File: src/rtl/psg_tick_pkg.sv
// Shared types and constants for the PSG fractional-N tick scheduler.
package psg_tick_pkg;

    localparam int DEF_INT_W  = 13;
    localparam int DEF_FRAC_W = 12;
    localparam int MIN_INT    = 2;

    typedef struct packed {
        logic [DEF_INT_W-1:0]  per_int;
        logic [DEF_FRAC_W-1:0] per_frac;
    } tick_cfg_t;

endpackage

File: src/rtl/psg_tick_chan.sv
// One fractional-N tick channel: counter, carry accumulator, active period and wrap logic.
// Optional square-wave output when PSG_TICK_DUTY_EN is defined.
module psg_tick_chan #(
    parameter int INT_W   = 13,
    parameter int FRAC_W  = 12,
    parameter int RST_INT = 16
) (
    input  logic              clk,
    input  logic              rst_n,
    input  logic              en,
    input  logic              sync,
    input  logic              pend,
    input  logic [INT_W-1:0]  shd_int,
    input  logic [FRAC_W-1:0] shd_frac,
    output logic              apply,
`ifdef PSG_TICK_DUTY_EN
    output logic              clk_out,
`endif
    output logic              tick,
    output logic              upd_done
);

    logic [INT_W-1:0]  m_r;
    logic [FRAC_W:0]   acc_r;
    logic [INT_W-1:0]  int_r;
    logic [FRAC_W-1:0] frac_r;
    logic              tick_r;
    logic              upd_r;
    logic [INT_W:0]    target_s;
    logic              wrap_s;
    logic              apply_s;

    // Wrap point stretches by one cycle whenever the accumulator has carried.
    always_comb begin
        target_s = {1'b0, int_r} - (INT_W+1)'(1) + {{INT_W{1'b0}}, acc_r[FRAC_W]};
        wrap_s   = en && !sync && ({1'b0, m_r} == target_s);
        apply_s  = pend && (!en || sync || wrap_s);
    end

    // Counter, accumulator, active settings and registered pulses.
    always_ff @(posedge clk or negedge rst_n) begin
        if (!rst_n) begin
            m_r    <= {INT_W{1'b0}};
            acc_r  <= {(FRAC_W+1){1'b0}};
            int_r  <= INT_W'(RST_INT);
            frac_r <= {FRAC_W{1'b0}};
            tick_r <= 1'b0;
            upd_r  <= 1'b0;
        end else begin
            tick_r <= wrap_s;
            upd_r  <= apply_s;
            if (apply_s) begin
                int_r  <= shd_int;
                frac_r <= shd_frac;
            end
            if (!en || sync) begin
                m_r   <= {INT_W{1'b0}};
                acc_r <= {(FRAC_W+1){1'b0}};
            end else if (wrap_s) begin
                m_r   <= {INT_W{1'b0}};
                // A freshly applied setting restarts the phase from its own fraction.
                acc_r <= apply_s ? {1'b0, shd_frac}
                                 : {1'b0, acc_r[FRAC_W-1:0]} + {1'b0, frac_r};
            end else begin
                m_r <= m_r + INT_W'(1);
            end
        end
    end

`ifdef PSG_TICK_DUTY_EN
    logic clk_r;

    // Square wave: high from each tick until the counter reaches half the period.
    always_ff @(posedge clk or negedge rst_n) begin
        if (!rst_n) begin
            clk_r <= 1'b0;
        end else if (!en || sync) begin
            clk_r <= 1'b0;
        end else if (wrap_s) begin
            clk_r <= 1'b1;
        end else if (m_r == (int_r >> 1)) begin
            clk_r <= 1'b0;
        end else begin
            clk_r <= clk_r;
        end
    end

    assign clk_out = clk_r;
`endif

    assign apply    = apply_s;
    assign tick     = tick_r;
    assign upd_done = upd_r;

endmodule

File: src/rtl/psg_tick_scheduler.sv
// Bank of fractional-N tick channels with a shared valid/ready retune port.
// Define PSG_TICK_DUTY_EN to add the per-channel clk_o square-wave output.
module psg_tick_scheduler
    import psg_tick_pkg::*;
#(
    parameter int NUM_CH  = 4,
    parameter int INT_W   = psg_tick_pkg::DEF_INT_W,
    parameter int FRAC_W  = psg_tick_pkg::DEF_FRAC_W,
    parameter int RST_INT = 16,
    localparam int CH_W   = (NUM_CH > 1) ? $clog2(NUM_CH) : 1
) (
    input  logic              clk_i,
    input  logic              rst_n_i,
    input  logic [NUM_CH-1:0] ch_en_i,
    input  logic              sync_i,
    input  logic              cfg_valid_i,
    output logic              cfg_ready_o,
    input  logic [CH_W-1:0]   cfg_ch_i,
    input  logic [INT_W-1:0]  cfg_int_i,
    input  logic [FRAC_W-1:0] cfg_frac_i,
`ifdef PSG_TICK_DUTY_EN
    output logic [NUM_CH-1:0] clk_o,
`endif
    output logic [NUM_CH-1:0] tick_o,
    output logic [NUM_CH-1:0] upd_done_o,
    output logic              cfg_err_o
);

    logic [INT_W-1:0]  shd_int_r  [NUM_CH];
    logic [FRAC_W-1:0] shd_frac_r [NUM_CH];
    logic [NUM_CH-1:0] pending_r;
    logic [NUM_CH-1:0] apply_s;
    logic              err_r;
    logic              ready_s;
    logic              accept_s;
    logic              low_s;
    logic [INT_W-1:0]  int_clamp_s;

    // Handshake and clamping of too-short integer periods.
    always_comb begin
        ready_s = 1'b0;
        if ({1'b0, cfg_ch_i} < (CH_W+1)'(NUM_CH)) begin
            ready_s = !pending_r[cfg_ch_i];
        end else begin
            ready_s = 1'b0;
        end
        accept_s    = cfg_valid_i && ready_s;
        low_s       = cfg_int_i < INT_W'(MIN_INT);
        int_clamp_s = low_s ? INT_W'(MIN_INT) : cfg_int_i;
    end

    // Shadow registers, pending flags and sticky clamp error.
    always_ff @(posedge clk_i or negedge rst_n_i) begin
        if (!rst_n_i) begin
            pending_r <= {NUM_CH{1'b0}};
            err_r     <= 1'b0;
            for (int c = 0; c < NUM_CH; c++) begin
                shd_int_r[c]  <= {INT_W{1'b0}};
                shd_frac_r[c] <= {FRAC_W{1'b0}};
            end
        end else begin
            err_r <= err_r | (accept_s & low_s);
            for (int c = 0; c < NUM_CH; c++) begin
                if (accept_s && (cfg_ch_i == CH_W'(c))) begin
                    shd_int_r[c]  <= int_clamp_s;
                    shd_frac_r[c] <= cfg_frac_i;
                    pending_r[c]  <= 1'b1;
                end else if (apply_s[c]) begin
                    pending_r[c]  <= 1'b0;
                end
            end
        end
    end

    for (genvar g = 0; g < NUM_CH; g++) begin : g_chan
        psg_tick_chan #(
            .INT_W   (INT_W),
            .FRAC_W  (FRAC_W),
            .RST_INT (RST_INT)
        ) u_chan (
            .clk      (clk_i),
            .rst_n    (rst_n_i),
            .en       (ch_en_i[g]),
            .sync     (sync_i),
            .pend     (pending_r[g]),
            .shd_int  (shd_int_r[g]),
            .shd_frac (shd_frac_r[g]),
            .apply    (apply_s[g]),
`ifdef PSG_TICK_DUTY_EN
            .clk_out  (clk_o[g]),
`endif
            .tick     (tick_o[g]),
            .upd_done (upd_done_o[g])
        );
    end

    assign cfg_ready_o = ready_s;
    assign cfg_err_o   = err_r;

endmodule

File: config.mk
export PLATFORM = sky130hd
export DESIGN_NAME = psg_tick_scheduler
export DESIGN_NICKNAME = d
export VERILOG_FILES = /design/src/rtl/psg_tick_pkg.sv /design/src/rtl/psg_tick_chan.sv /design/src/rtl/psg_tick_scheduler.sv
export SDC_FILE = /design/constraint.sdc
export NUM_CORES = 1
export LEC_CHECK = 0
export BUFFER_PORTS_ARGS = -buffer_cell sky130_fd_sc_hd__buf_2
export CORE_MARGIN = 4
export CORE_UTILIZATION = 45
export DETAILED_ROUTE_END_ITERATION = 16
export GPL_TIMING_DRIVEN = 0
export HOLD_SLACK_MARGIN = 0.15
export SYNTH_ARGS = -nofsm -noshare
export SYNTH_HDL_FRONTEND = slang
export SYNTH_SLANG_ARGS = --single-unit
File: constraint.sdc
create_clock -name clk_i -period 9.1 [get_ports clk_i]
set_input_delay 0.455 -clock clk_i [delete_from_list [all_inputs] [get_ports clk_i]]
set_output_delay 0.455 -clock clk_i [all_outputs]
set_load 0.02 [all_outputs]
* Yosys cells after proc, flatten, opt, wreduce, memory -nomap -nowiden
Cells that the tools add are included.
Storage, ports and cells: output and inout bits 10, word-level logic and storage cells 135, flip-flop bits (word level) 317
Operators by class: bitwise operators 2, reductions and logical operators 40, add/subtract/negate cells 16, magnitude comparators 2, equal/unequal tests 7, mux-type cells 31
Operators by type and width (number):
- two-way mux 13 bit | 21
- adder 14 x 1 -> 14 bit | 4
- == test 13 x 14 -> 1 bit | 4
- subtractor 13 x 1 -> 14 bit (second input constant) | 4
- adder 12 x 12 -> 13 bit | 4
- adder 13 x 1 -> 13 bit (second input constant) | 4
- logical AND 1 bit | 17
- nonzero test 2 bit | 8
- less-than comparator 13 x 2 -> 1 bit (second input constant) | 1
- two-way mux 1 bit | 9
- logical OR 1 bit | 8
- logical NOT 1 bit | 6
- == test 2 bit (second input constant) | 2
- less-than comparator 2 x 3 -> 1 bit (second input constant) | 1
- binary-select mux 1 bit (select 2 bit) | 1
- == test 2 x 1 -> 1 bit (second input constant) | 1
- logical NOT 2 bit | 1
- AND 1 bit | 1
- OR 1 bit | 1

* Longest topological paths before layout
depth after elaboration 9, mapped depth 12

* Modules after synthesis
Synthesis repeated with hierarchy kept, for this count alone.
Second synthesis, totals: cell total of the unflattened synthesis 1696, area total of the unflattened synthesis 17959.7 um2
Modules (own cells, without submodules):
- psg_tick_chan (g_chan[1].u_chan ...) | times used 2, cells each 367, seq. area each 1327.5 um2, area an instance 3450.8 um2
- psg_tick_scheduler | times used 1, cells each 251, seq. area each 2627.5 um2, area an instance 4043.9 um2
- psg_tick_chan (g_chan[3].u_chan) | times used 1, cells each 373, seq. area each 1327.5 um2, area an instance 3532.1 um2
- psg_tick_chan (g_chan[0].u_chan) | times used 1, cells each 338, seq. area each 1327.5 um2, area an instance 3482.1 um2

* Least setup slack after synthesis
No wires, ideal clock.
path kind flip-flop to flip-flop, from register g_chan[1].u_chan.int_r[3], to register g_chan[1].u_chan.frac_r[0], period minus slack after synthesis 3163 ps, stages on the path, launching flop included 11, setup slack 5937 ps, required time 8972 ps, library setup time 128 ps, data arrival time 3036 ps, path through dfrtp_1 -> buf_2 -> or4_1 -> clkbuf_1 -> or3_1 -> a311o_1 -> a221o_1 -> nor4_4 -> o21ai_2 -> buf_2 -> mux2_1
On the way: longest elaborated chain between the ends 6
RTL lines:
- start: declaration | RTL line psg_tick_chan.sv:25 | logic [INT_W-1:0] int_r;
- start signal: assignment | RTL line psg_tick_chan.sv:45 | int_r <= INT_W'(RST_INT);
- start signal: assignment | RTL line psg_tick_chan.sv:53 | int_r <= shd_int;
- subtractor 13 x 1 -> 14 bit | RTL line psg_tick_chan.sv:35 | target_s = {1'b0, int_r} - (INT_W+1)'(1) + {{INT_W{1'b0}}, acc_r[FRAC_W]};
- adder 14 x 1 -> 14 bit | RTL line psg_tick_chan.sv:35
- == test 13 x 14 -> 1 bit | RTL line psg_tick_chan.sv:36 | wrap_s = en && !sync && ({1'b0, m_r} == target_s);
- logical AND 1 bit | RTL line psg_tick_chan.sv:36
- logical OR 1 bit | RTL line psg_tick_chan.sv:37 | apply_s = pend && (!en || sync || wrap_s);
- logical AND 1 bit | RTL line psg_tick_chan.sv:37
- end signal: assignment | RTL line psg_tick_chan.sv:46 | frac_r <= {FRAC_W{1'b0}};
- end signal: assignment | RTL line psg_tick_chan.sv:54 | frac_r <= shd_frac;
- end: declaration | RTL line psg_tick_chan.sv:26 | logic [FRAC_W-1:0] frac_r;
No other way between the ends. A chain may end at the register's enable or synchronous reset.

* Worst setup path after layout
from register g_chan[2].u_chan.acc_r[12], to register g_chan[2].u_chan.int_r[7]
On the way: longest elaborated chain between the ends 5
RTL lines:
- start: declaration | RTL line psg_tick_chan.sv:24 | logic [FRAC_W:0] acc_r;
- start signal: assignment | RTL line psg_tick_chan.sv:44 | acc_r <= {(FRAC_W+1){1'b0}};
- start signal: assignment | RTL line psg_tick_chan.sv:58 | acc_r <= {(FRAC_W+1){1'b0}};
- start signal: assignment | RTL line psg_tick_chan.sv:62 | acc_r <= apply_s ? {1'b0, shd_frac}
- adder 14 x 1 -> 14 bit | RTL line psg_tick_chan.sv:35
- == test 13 x 14 -> 1 bit | RTL line psg_tick_chan.sv:36
- logical AND 1 bit | RTL line psg_tick_chan.sv:36
- logical OR 1 bit | RTL line psg_tick_chan.sv:37
- logical AND 1 bit | RTL line psg_tick_chan.sv:37
- end signal: assignment | RTL line psg_tick_chan.sv:45
- end signal: assignment | RTL line psg_tick_chan.sv:53
- end: declaration | RTL line psg_tick_chan.sv:25
No other way between the ends.

==> results.rst <==
.. list-table::
   :header-rows: 1

   * - Metric
     - Value
   * - Number of antenna violations at the first check in global routing
     - 2
   * - Setup slack on the worst flop-to-flop path
     - 5160 ps
   * - Wire length reported by the detailed router
     - 40.4 mm
   * - Worst-path clk slew
     - around 60 ps
   * - Top flip-flop cell by instance count after synthesis
     - sky130_fd_sc_hd__dfrtp_1
   * - Number of synthesized flops with an enable pin
     - 0
   * - Syn Inst Count
     - 1,558
   * - Static leakage
     - 8.36 nW
   * - Setup slack at placement
     - 5150 ps
   * - Endpoint with the worst hold slack
     - shd_int_r[0]$_DFFE_PN0P_
   * - CORE AREA
     - 36,900 um2
   * - Final weighted congestion in routability-driven placement
     - between 0.8 and 0.9
   * - Total nets after synthesis
     - 1,657
   * - Post-synthesis instance area
     - 16,900 um2
   * - Die Height
     - 202 um
   * - Number of core rows
     - 70
   * - Number of DRC violations after detailed routing
     - 0
   * - Clock tree buffer depth
     - 3
   * - Reg power frac
     - 41.9%
   * - Hold crit path type
     - input port to flip-flop
   * - Count of TritonRoute iterations in the first routing pass
     - 5
   * - Setup-failing EPs final
     - 0
   * - Antenna-violating nets left
     - 0
   * - Switching part of the total power
     - 30.9%
   * - Largest clock skew in the final design
     - 19.1 ps
   * - Total clock buffers created by CTS
     - 37
   * - Relative area change from synthesis to final layout
     - 12.9%
   * - Via count of the routed design
     - 11,990
   * - Net switching power of the design
     - approximately 1.5 mW
   * - Worst reg-to-reg path cell count
     - 11
   * - Worst Path Class, Setup
     - flip-flop to flip-flop
   * - Detailed placer's ending HPWL
     - 28.4 mm
   * - VDD IR-drop max
     - 132 uV
   * - Top Ports
     - 45
   * - Cell area power density
     - 246 nW/um2
   * - Max cap viols
     - 0
   * - Crit path arrival time
     - 4340 ps
   * - Most common library cell in the layout ignoring fill and taps
     - sky130_fd_sc_hd__dfrtp_1
   * - Placed insts
     - 2,110
   * - Post-route fraction of the period consumed by the critical path
     - 43.3%
   * - Number of flip-flops and latches in the synthesized netlist
     - between 300 and 400
   * - Top cells by area, synth
     - sky130_fd_sc_hd__dfrtp_1 (46%), sky130_fd_sc_hd__mux2_2 (11%), sky130_fd_sc_hd__ha_1 (4.4%), sky130_fd_sc_hd__xor2_1 (3.4%), sky130_fd_sc_hd__nor2_1 (3.1%)
   * - Grt met1 use
     - 29.0%
   * - Pwr Total
     - approximately 4.7 mW
   * - Internal power
     - 3.25 mW
   * - Unrepaired setup endpoints after global routing
     - false
   * - Share of the synthesized area in the top cell type
     - a little under half
   * - Req. time, crit path
     - 9510 ps
   * - Global-route wire length before repair
     - between 60 and 70 mm
   * - Count of unique library cells instantiated by Yosys
     - 78
   * - Number of cells on the worst hold path
     - 3
   * - Area enclosed by the die boundary
     - 40,800 um2
   * - Total number of H-tree levels
     - 2
   * - Syn avg cell area
     - 10.9 um2
   * - Total number of clock tree sinks
     - 317
   * - Top cell type by total area after synthesis
     - sky130_fd_sc_hd__dfrtp_1
   * - Proportion of synthesized chip area in sequential cells
     - 46.9%
   * - Critical path endpoint category
     - flip-flop
   * - Number of DRC markers in iteration 0
     - 502
   * - Type of element launching the critical path
     - flip-flop
   * - Total negative slack for setup checks
     - 0 ps
   * - Effective utilization at floorplan
     - 45.9%
   * - Buffer count from post-CTS setup fixing
     - 0
   * - Max Fanout on Critical Path
     - 10
   * - Final Critical Period
     - 3940 ps
   * - Reg-to-reg critical path startpoint
     - g_chan[2].u_chan.acc_r[12]$_DFFE_PN0P_
   * - Worst Min Path Start
     - cfg_int_i[0]
   * - Via density per instance
     - 5.51
   * - Count of final hold-check violations
     - 0
   * - Commonest cells after routing, fill and taps aside
     - sky130_fd_sc_hd__dfrtp_1 (313), sky130_fd_sc_hd__mux2_2 (161), sky130_fd_sc_hd__nor2_1 (142)
   * - Most used routing layer
     - met2
   * - Final Instance Count excl. Fillers
     - between 2,000 and 2,500
   * - Wirelength per Cell
     - ~19 um
   * - Global routing usage on met2
     - 31.7%
   * - Root buf cell
     - sky130_fd_sc_hd__clkbuf_16
   * - Maximum clock frequency
     - 0.254 GHz
   * - Die width
     - 202 um
   * - Endpoint of the worst-slack reg-to-reg timing path
     - g_chan[2].u_chan.int_r[7]$_DFFE_PN0P_
   * - Final max-slew violation count
     - 0
   * - Setup slack of the critical path after layout
     - 5160 ps
   * - Fraction of layout cells with a size suffix above 1
     - between 10% and 20%
   * - Maximum number of pins on one net before global-route repair
     - 115
   * - Resize count post-CTS
     - 0
   * - CP startpoint
     - g_chan[2].u_chan.acc_r[12]$_DFFE_PN0P_
   * - M3 GR Usage
     - 2.76%
   * - Number of global-route vias before repair
     - ~12,000
   * - Power share of the clock group
     - 31.8%
   * - Total number of nets in the final design
     - around 1,700
   * - Actual transition at the worst max-transition pin
     - 1050 ps
   * - GRT Resource Usage Total
     - between 10% and 20%
   * - Total congestion overflow after global routing
     - 0
   * - Clock insertion delay at the later pin of the skew report
     - 530 ps
   * - Combinational cell fraction of total power
     - 26.2%
   * - TritonCTS clock tree
     - yes
   * - Number of warnings reported in the yosys synthesis log
     - 0
   * - Share of flip-flops with an asynchronous set or reset after synthesis
     - 100%
   * - Relative slew slack
     - 29.3%
   * - Hold_buf cts
     - 1
   * - Outcome
     - finished clean
   * - Buffers on Ports
     - 44
[synth_stat cells, types with 10 or more instances]
cell type / number
sky130_fd_sc_hd__buf_2: 10
sky130_fd_sc_hd__a21oi_1: 41
sky130_fd_sc_hd__nor2_1: 142
sky130_fd_sc_hd__nand2_1: 70
sky130_fd_sc_hd__nand2b_1: 28
sky130_fd_sc_hd__nor3_1: 41
sky130_fd_sc_hd__inv_1: 45
sky130_fd_sc_hd__xnor2_1: 50
sky130_fd_sc_hd__xor2_1: 65
sky130_fd_sc_hd__and3_1: 27
sky130_fd_sc_hd__a31oi_1: 13
sky130_fd_sc_hd__nor2b_1: 26
sky130_fd_sc_hd__o21ai_0: 65
sky130_fd_sc_hd__mux2_4: 18
sky130_fd_sc_hd__ha_1: 60
sky130_fd_sc_hd__mux2_2: 161
sky130_fd_sc_hd__nor3b_1: 12
sky130_fd_sc_hd__mux2i_1: 32
sky130_fd_sc_hd__nand3_1: 43
sky130_fd_sc_hd__clkbuf_1: 46
sky130_fd_sc_hd__nor4_1: 12
sky130_fd_sc_hd__o21a_1: 14
sky130_fd_sc_hd__dfrtp_1: 313
sky130_fd_sc_hd__a211oi_1: 23
[worst max-delay path by stage]
stage / to / slack (ps)
after floorplan: g_chan[1].u_chan.frac_r[0]$_DFFE_PN0P_ / 5940
after global placement: g_chan[1].u_chan.upd_done$_DFF_PN0_ / 1450
after global routing: g_chan[2].u_chan.frac_r[6]$_DFFE_PN0P_ / 4870
final: g_chan[2].u_chan.int_r[7]$_DFFE_PN0P_ / 5160
after detailed placement: g_chan[2].u_chan.int_r[7]$_DFFE_PN0P_ / 5150
after CTS: g_chan[2].u_chan.frac_r[7]$_DFFE_PN0P_ / 5110
[cell type report]
class,instances,area [um2]
Antenna cell,1,2.50
Buffer,74,335
Clock buffer,52,1070
Clock inverter,12,149
Fill cell,3336,17700
Inverter,45,169
Multi-Input combinational cell,1122,8500
Sequential cell,317,7940
Tap cell,504,631
Timing Repair Buffer,49,334
[critical path: stages, from the launching register on]
cell and delay [ps]:
sky130_fd_sc_hd__dfrtp_1 380, sky130_fd_sc_hd__inv_1 60, sky130_fd_sc_hd__ha_1 160, sky130_fd_sc_hd__nor3b_1 710
sky130_fd_sc_hd__a31oi_1 170, sky130_fd_sc_hd__a311oi_1 360, sky130_fd_sc_hd__a2111oi_0 140, sky130_fd_sc_hd__and4_1 240
sky130_fd_sc_hd__clkbuf_1 210, sky130_fd_sc_hd__o21ai_1 580, sky130_fd_sc_hd__buf_2 430, sky130_fd_sc_hd__mux2_2 390
[registers in the layout, summed over array words and instances, names as in the netlist]
register                count
g_chan.u_chan.acc_r        52
g_chan.u_chan.int_r        52
g_chan.u_chan.m_r          52
shd_int_r                  52
g_chan.u_chan.frac_r       48
shd_frac_r                 48
g_chan.u_chan.tick          4
g_chan.u_chan.upd_done      4
pending_r                   4
cfg_err_o                   1
[cell families after synthesis]
family | Yosys count | share of synthesized area, %
compound gates | 261 | 10.6
simple gates | 463 | 14.0
mux | 219 | 14.7
buf+inv | 119 | 2.98
xor+xnor | 115 | 5.95
fa+ha+maj | 64 | 4.90
flops | 317 | 46.9
[power groups by stage]
| stage | clock (mW) | combinational, mW | sequential, mW |
|---|---|---|---|
| finish | 1.50 | 1.23 | 1.97 |
| global route | 1.60 | 1.38 | 2.01 |
| CTS | 1.54 | 1.24 | 1.97 |
| detailed placement | 0 | 1.23 | 2.00 |
| global placement | 0 | 1.18 | 1.99 |
| floorplan | 0 | 0.991 | 1.90 |
[per-layer routing]
metal | vias up | share of wire [%]
met5 | - | 0.042
met4 | 2 | 1.9
met3 | 55 | 3.8
met2 | 200 | 45
met1 | 5960 | 49
li1 | 5773 | -
[stage by stage]
step | hold slack (ps) | utilization, % | area (um2)
after global placement | 448 | 48.2 | 17800
final | 224 | 51.9 | 19100
after floorplan | 159 | - | 16900
after global routing | 205 | 51.9 | 19100
after CTS | 199 | 51.9 | 19100
after detailed placement | 455 | 48.5 | 17900
Power figures use the tool's default switching activity.
